===== src/rtl/go_pkg.sv =====
// Shared Go scoring definitions: board colours, result encoding, scorer FSM states.
package go_pkg;

  localparam int unsigned COUNT_W  = 8;
  localparam int unsigned SCORE_W  = 9;
  localparam int unsigned TIMER_W  = 16;
  localparam int unsigned WINNER_W = 2;

  localparam logic [1:0] EMPTY = 2'b00;
  localparam logic [1:0] B     = 2'b01;
  localparam logic [1:0] W     = 2'b10;

  typedef enum logic [WINNER_W-1:0] {
    WIN_TIE   = 2'b00,
    WIN_BLACK = 2'b01,
    WIN_WHITE = 2'b10
  } winner_t;

  typedef enum logic [2:0] {
    IDLE,
    REQ,
    WAIT,
    COMPUTE,
    DONE
  } state_t;

  typedef struct packed {
    logic [SCORE_W-1:0] black;
    logic [SCORE_W-1:0] white;
    winner_t            winner;
    logic [SCORE_W-1:0] margin;
  } result_t;

  // Area count (points) to half-points, widened so 2*81 plus komi fits.
  function automatic logic [SCORE_W-1:0] area_to_half(input logic [COUNT_W-1:0] area);
    return {area, 1'b0};
  endfunction

endpackage


===== src/rtl/score_compare.sv =====
// Combinational winner decision and absolute margin between two half-point scores.
module score_compare
  import go_pkg::*;
(
  input  logic [SCORE_W-1:0] black,
  input  logic [SCORE_W-1:0] white,
  output winner_t            winner_c,
  output logic [SCORE_W-1:0] margin_c
);

  always_comb begin
    winner_c = WIN_TIE;
    margin_c = '0;
    if (black > white) begin
      winner_c = WIN_BLACK;
      margin_c = black - white;
    end else if (white > black) begin
      winner_c = WIN_WHITE;
      margin_c = white - black;
    end
  end

endmodule


===== src/rtl/score_keeper.sv =====
// Go score keeper: strobes the territory counter, waits (bounded) for its result, and
// registers final scores, winner and margin. Komi is added only when SCORE_KOMI_EN is defined.
module score_keeper
  import go_pkg::*;
#(
  parameter int unsigned KOMI_HALF      = 13,
  parameter int unsigned TIMEOUT_CYCLES = 1023
) (
  input  logic               clk_in,
  input  logic               rst_in,
  input  logic               score_req,
  output logic               update_pulse,
  input  logic               terr_ready,
  input  logic [COUNT_W-1:0] bcount_in,
  input  logic [COUNT_W-1:0] wcount_in,
  output logic               busy,
  output logic               score_valid,
  output logic [SCORE_W-1:0] black_score_out,
  output logic [SCORE_W-1:0] white_score_out,
  output logic [WINNER_W-1:0] winner_out,
  output logic [SCORE_W-1:0] margin_out,
  output logic               timeout_out
);

  // Elaboration-time range checks on the configuration.
  if (KOMI_HALF > 255) begin : g_komi_range
    $error("KOMI_HALF must fit in 8 bits");
  end
  if (TIMEOUT_CYCLES > 65535) begin : g_timeout_range
    $error("TIMEOUT_CYCLES must fit in 16 bits");
  end

`ifdef SCORE_KOMI_EN
  localparam logic [SCORE_W-1:0] KOMI = SCORE_W'(KOMI_HALF);
`else
  localparam logic [SCORE_W-1:0] KOMI = '0;
`endif

  localparam logic [TIMER_W:0] TIMEOUT_LIMIT = (TIMER_W+1)'(TIMEOUT_CYCLES);

  state_t             state;
  logic [TIMER_W-1:0] wait_cnt;
  logic [COUNT_W-1:0] b_lat;
  logic [COUNT_W-1:0] w_lat;
  logic [SCORE_W-1:0] black_c;
  logic [SCORE_W-1:0] white_c;
  winner_t            winner_c;
  logic [SCORE_W-1:0] margin_c;
  logic               timeout_hit_c;
  result_t            result_c;

  assign black_c = area_to_half(b_lat);
  assign white_c = area_to_half(w_lat) + KOMI;

  // Limit reached on the WAIT cycle whose increment would hit TIMEOUT_CYCLES.
  assign timeout_hit_c = ({1'b0, wait_cnt} + (TIMER_W+1)'(1)) >= TIMEOUT_LIMIT;

  score_compare u_compare (
    .black    (black_c),
    .white    (white_c),
    .winner_c (winner_c),
    .margin_c (margin_c)
  );

  assign result_c = '{black: black_c, white: white_c, winner: winner_c, margin: margin_c};

  always_ff @(posedge clk_in) begin
    if (rst_in) begin
      state           <= IDLE;
      wait_cnt        <= '0;
      b_lat           <= '0;
      w_lat           <= '0;
      update_pulse    <= 1'b0;
      busy            <= 1'b0;
      score_valid     <= 1'b0;
      black_score_out <= '0;
      white_score_out <= '0;
      winner_out      <= '0;
      margin_out      <= '0;
      timeout_out     <= 1'b0;
    end else begin
      update_pulse <= 1'b0;
      score_valid  <= 1'b0;
      unique case (state)
        IDLE: begin
          if (score_req) begin
            state        <= REQ;
            busy         <= 1'b1;
            timeout_out  <= 1'b0;
            update_pulse <= 1'b1;
          end
        end
        REQ: begin
          state    <= WAIT;
          wait_cnt <= '0;
        end
        WAIT: begin
          // A ready strobe on the limit cycle still counts as success.
          if (terr_ready) begin
            b_lat <= bcount_in;
            w_lat <= wcount_in;
            state <= COMPUTE;
          end else if (timeout_hit_c) begin
            timeout_out <= 1'b1;
            busy        <= 1'b0;
            state       <= IDLE;
          end else begin
            wait_cnt <= wait_cnt + TIMER_W'(1);
          end
        end
        COMPUTE: begin
          black_score_out <= result_c.black;
          white_score_out <= result_c.white;
          winner_out      <= result_c.winner;
          margin_out      <= result_c.margin;
          state           <= DONE;
        end
        DONE: begin
          score_valid <= 1'b1;
          busy        <= 1'b0;
          state       <= IDLE;
        end
        default: state <= IDLE;
      endcase
    end
  end

endmodule


===== config.mk =====
export PLATFORM = sky130hd
export DESIGN_NAME = score_keeper
export DESIGN_NICKNAME = d
export VERILOG_FILES = /design/src/rtl/go_pkg.sv /design/src/rtl/score_compare.sv /design/src/rtl/score_keeper.sv
export SDC_FILE = /design/constraint.sdc
export NUM_CORES = 1
export LEC_CHECK = 0
export CORE_UTILIZATION = 30
export CTS_CLUSTER_SIZE = 20
export DETAILED_ROUTE_END_ITERATION = 8
export GPL_ROUTABILITY_DRIVEN = 0
export PLACE_DENSITY_LB_ADDON = 0.15
export SYNTH_ARGS = -nofsm -noshare
export SYNTH_HDL_FRONTEND = slang
export SYNTH_SLANG_ARGS = --single-unit

===== constraint.sdc =====
create_clock -name clk_in -period 3.88 [get_ports clk_in]
set_clock_uncertainty 0.15 [all_clocks]
set_input_delay 0.776 -clock clk_in [delete_from_list [all_inputs] [get_ports clk_in]]
set_output_delay 0.776 -clock clk_in [all_outputs]
set_load 0.03 [all_outputs]

* Word level (Yosys, flattened, before mapping)
Cells that the tools add are included.
** Word-level totals
- Output and inout port bits :: 33
- Flip-flop bits (word level) :: 66
- Memories :: 0
- Memory bits (writable) :: 0
- Memory bits (read-only) :: 0
- Input bits :: 20
- Bits in latches :: 0
- Word-level logic and storage cells :: 60
** Operators by class
- Shift-type cells :: 0
- Add/subtract/negate cells :: 4
- Bitwise logic cells :: 1
- Divide/modulo/power cells :: 0
- Reductions and logical operators :: 10
- $mul :: 0
- Muxes and demuxes :: 21
- Equality and inequality tests :: 9
- Order comparisons :: 3
** Operators by type and width (count)
- 2-to-1 mux 16 bit :: 2
- one-hot mux 16 bit (2 select lines) :: 1
- greater-than comparator 9 bit :: 2
- 2-to-1 mux 9 bit :: 2
- subtractor 9 bit :: 2
- adder 16 x 1 -> 17 bit, second input constant :: 1
- greater-or-equal comparator 17 x 10 -> 1 bit, second input constant :: 1
- adder 16 x 1 -> 16 bit, second input constant :: 1
- one-hot mux 3 bit (4 select lines) :: 1
- 2-to-1 mux 3 bit :: 3
- 2-to-1 mux 1 bit :: 8
- inequality test 2 bit, second input constant :: 4
- AND reduction 4 bit :: 2
- == test 3 x 2 -> 1 bit, second input constant :: 2
- 2-to-1 mux 2 bit :: 2
- AND reduction 2 bit :: 2
- nonzero test 2 bit :: 2
- == test 3 x 1 -> 1 bit, second input constant :: 1
- == test 3 bit, second input constant :: 1
- logical NOT 3 bit :: 1
- inequality test 3 bit, second input constant :: 1
- one-hot mux 1 bit (3 select lines) :: 1
- AND reduction 3 bit :: 1
- nonzero test 3 bit :: 1
- 3 further kinds :: 3

* Depth between registers and ports, before layout
- Depth in word-level cells :: 5
- Gate-level depth with buffers :: 12
- Depth with buffers taken out :: 11

* Hierarchy
A second synthesis with hierarchy kept.
** Unflattened totals
- Cell total of the unflattened synthesis :: 469
- Area, all modules :: 3741.1 um2
** Modules (own cells, without submodules)
- score_keeper :: area each 2771.4 um2, cells each 328, seq. area each 1321.3 um2, instances 1
- score_compare :: area each 969.7 um2, cells each 141, seq. area each 0.0 um2, instances 1

* Least setup slack after synthesis
No wires, ideal clock.
- Kind :: reg2reg
- Start point :: reg b_lat[0]
- End point :: reg margin_out[7]
- Arrival time :: 2471 ps
- Period minus slack after synthesis :: 2743 ps
- Required time :: 3608 ps
- Path buffers :: 1
- Path slack :: 1137 ps
- Setup time :: 122 ps
- Cell stages (with the launch flop) :: 12
- Cell sequence :: dfxtp_1 > ha_1 > inv_1 > fa_1 > a21o_1 > a21o_1 > a221oi_1 > nor2_1 > and2_1 > clkbuf_1 > a22o_1 > a221o_1
** On the way
- Longest elaborated chain between the ends :: 3
- Elaborated cells between the ends (all ways) :: 6
- Those cells by class :: add/sub: 2; order compare: 2; mux: 2
** Ends and longest elaborated chain
- start, declared :: RTL line score_keeper.sv:43 : logic [COUNT_W-1:0] b_lat;
- start signal, assigned :: RTL line score_keeper.sv:100 : b_lat <= bcount_in;
- subtractor 9 bit / greater-than comparator 9 bit (equally long branches) :: RTL line score_compare.sv:19, score_compare.sv:17
- 2-to-1 mux 9 bit :: RTL line score_compare.sv:17 : end else if (white > black) begin
- 2-to-1 mux 9 bit (*) :: RTL line score_compare.sv:14 : if (black > white) begin
- end signal, assigned :: RTL line score_keeper.sv:115 : margin_out <= result_c.margin;
- end, declared :: RTL line score_keeper.sv:21 : output logic [SCORE_W-1:0] margin_out,
Mark *: on every way between the ends. The rest lies on a longest branch, timed or not.
A chain may end at the register's enable or synchronous reset.

* Worst setup path after layout
- Start point :: reg w_lat[0]
- End point :: reg margin_out[7]
** On the way
- Longest elaborated chain between the ends :: 3
- Elaborated cells between the ends (all ways) :: 6
- Those cells by class :: add/sub: 2; order compare: 2; mux: 2
** Ends and longest elaborated chain
- start, declared :: RTL line score_keeper.sv:44 : logic [COUNT_W-1:0] w_lat;
- start signal, assigned :: RTL line score_keeper.sv:101 : w_lat <= wcount_in;
- subtractor 9 bit / greater-than comparator 9 bit (equally long branches) :: RTL line score_compare.sv:19, score_compare.sv:17
- 2-to-1 mux 9 bit :: RTL line score_compare.sv:17
- 2-to-1 mux 9 bit (*) :: RTL line score_compare.sv:14
Marked as above.

==> impl_metrics.ini <==
[critical_path]
worst_path_max_delay_cell = fa_1
crit_type = reg -> reg
start_kind = flip-flop
crit_chain = inv_1 -> ha_1 -> inv_1 -> fa_1 -> a21o_1 -> a21o_1 -> a221oi_1 -> nor2_1 -> and2_1 -> a22o_1 -> a221o_1
cp_max_fo = 6
worst_r2r_startpoint = w_lat[0]
cp-end-kind = flip-flop
required_ns = 3.95
ff2ff_path_depth = 11
rrSetupSlack_ns = 1.01
max_stage_delay_ns = 0.39
endpoint = margin_out[7]
cp-startpoint = w_lat[0]
worstPathArrival_ns = 2.93
reg2reg_to = margin_out[7]

[grt]
grt_pass1_wl_um = 15700
grt_pass1_vias = 3196
grt-ovfl-total = 0
grt_use_total = 0.161
antenna_found_initial = 0
grt_max_degree = 53

[power]
vdd_ir_drop_max_mv = 0.214
p_leak_nw = 1.66
power.total_mw = 1.83
powerDensity_nw_per_um2 = 410

[route]
drt-pass1-iter-count = 4
first_iter_violations = 166
drc = 0
ant_nets = 0
wl_per_cell_um = 14.8
routed-via-count = 3248
wl_um = 9430
viasPerCell = 5.11

[die]
start_util = 0.308
die_w_um = 111
coreArea_um2 = 11500
core.rowCount = 39
die_y_um = 111
boundaryPins = 53
die_area_um2 = 12200

[timing]
period_share = 0.739
finalSetupTns_ns = 0
rsz0062_at_grt = false
hold-worst-slack_ns = 0.304
max_freq_ghz = 0.349
period_needed_ns = 2.87
setup_viol = 0
hold_viol_final = 0
slew_viol_final = 0
tightest_slew_ns = 0.894
relSlewSlack = 0.404

[worst_hold_path]
hold_path.class = reg -> reg

[yosys]
ys_seq_area_frac = 0.368
synth_most_common_cell = nand2_1
synthCells = 451
synth_edf_count = 0
yosysWarnings = 0
yosysUniqueCellTypes = 61
netlist_area_um2 = 3530
synth-seq-cells = 65
synth_top_area_frac = 0.368
synth.top_cells.by_area = dfxtp_1 37%, nand2_1 8.7%, a21oi_1 6.9%
synthArstFlopShare = 0
synth_area_per_cell_um2 = 7.84
synthFlopType = dfxtp_1
yosysTopAreaCell = dfxtp_1
netlist_top_cells_count = 82 x nand2_1, 65 x dfxtp_1, 49 x a21oi_1, 31 x nor2_1, 30 x inv_1

[clock_network]
clkSinkCount = 65
worstSkewPairLatency_ns = 0.33
cts_resized = 0
clk_path_buf_depth = 2
htree_levels = 3
cts_hold_buf = 0
cts_root_buffer = clkbuf_16
post_cts_buffers = 0
cts_tree = built
cts_made_buffers = 9
path_clk_slew_ns = 0.06

[final_layout]
diodes = 0
fin_nets = 528
nFillCells = 1184
instances_no_fill = 636
syn_to_final_growth_pct = 26.1
fin_util = 0.389
drive_gt1_frac = 0.0548

[status]
outcome = completed

[place]
io_buffers = 49
dp.cells = 620
dpl.hpwl_um = 6640

[flow_run]
cap_viol_max_count = 0
final cells by class:
cell class                 count  area (um^2)  share of cell area
multi-input combinational    327         1990               0.446
sequential                    65         1300               0.292
timing repair buffer          53          515               0.116
clock buffer                  12          256              0.0575
tap                          143          179              0.0401
inverter                      32          120              0.0269
clock inverter                 4         98.8              0.0222
flip-flops by register name, summed over array words and instances, names as in the netlist:
name / cells
timeout_out: 1
white_score_out: 8
state: 3
margin_out: 8
busy: 1
winner_out: 2
w_lat: 8
score_valid: 1
b_lat: 8
update_pulse: 1
black_score_out: 8
wait_cnt: 16
layer usage:
| metal | vias to the layer above | global-route usage | routed length (um) |
|---|---|---|---|
| li1 | 1640 | - | - |
| met1 | 1518 | 0.187 | 4160 |
| met2 | 76 | 0.282 | 4740 |
| met3 | 14 | 0.0428 | 389 |
| met4 | 0 | 0.0604 | 146 |
| met5 | - | 0 | 0 |
worst min-delay path by stage:
stage | from | to | slack [ns] | depth (start not counted)
CTS | black_score_out[8] | black_score_out[8] | 0.31 | 2
global placement | winner_out[0] | winner_out[0] | 0.30 | 2
detailed placement | black_score_out[8] | black_score_out[8] | 0.30 | 2
floorplan | wait_cnt[12] | wait_cnt[12] | 0.29 | 2
global route | black_score_out[6] | black_score_out[6] | 0.32 | 2
finish | black_score_out[8] | black_score_out[8] | 0.30 | 2
metrics by stage:
step	area (um^2)	setup WS (ns)
2_1_floorplan	3540	1.14
3_3_place_gp	4100	1.02
3_5_place_dp	4100	1.01
4_1_cts	4460	0.994
5_1_grt	4460	0.763
6_report	4460	1.01
cell usage in the layout, fill, tap and decap left out, types with 9 or more instances in the layout:
cell | netlist | routed
a21o_1 | 13 | 13
a21oi_1 | 49 | 49
clkbuf_16 | 0 | 9
clkdlybuf4s50_1 | 0 | 48
dfxtp_1 | 65 | 65
ha_1 | 18 | 18
inv_1 | 30 | 30
nand2_1 | 82 | 82
nand3_1 | 13 | 13
nor2_1 | 31 | 31
nor3_1 | 9 | 9
worst max-delay path: cells and delay by family (launching register included):
family	cells	cell delay, ns
AO/OA/AOI/OAI	5	1.26
adder cells (fa/ha/maj)	2	0.52
AND/OR/NAND/NOR	2	0.38
flip-flops	1	0.33
buffers and inverters	2	0.12
power breakdown:
part,switching (mW),leakage (nW),total [mW],internal [mW]
logic,0.104,0.962,0.174,0.0701
clock network,0.308,0.173,0.972,0.664
registers,0.00739,0.524,0.682,0.675
total,0.419,1.66,1.83,1.41
kinds of logic (layout without fill, tap and decap cells):
group,count (synthesis),after routing,share of synthesized area
compound gates,114,114,0.216
mux,1,1,0.00319
fa+ha+maj,20,20,0.0750
xor+xnor,5,5,0.0124
flops,65,65,0.368
buf+inv,61,101,0.0719
other cells,1,3,0.00106
simple gates,184,184,0.252
(Power assumes the default switching activity.)
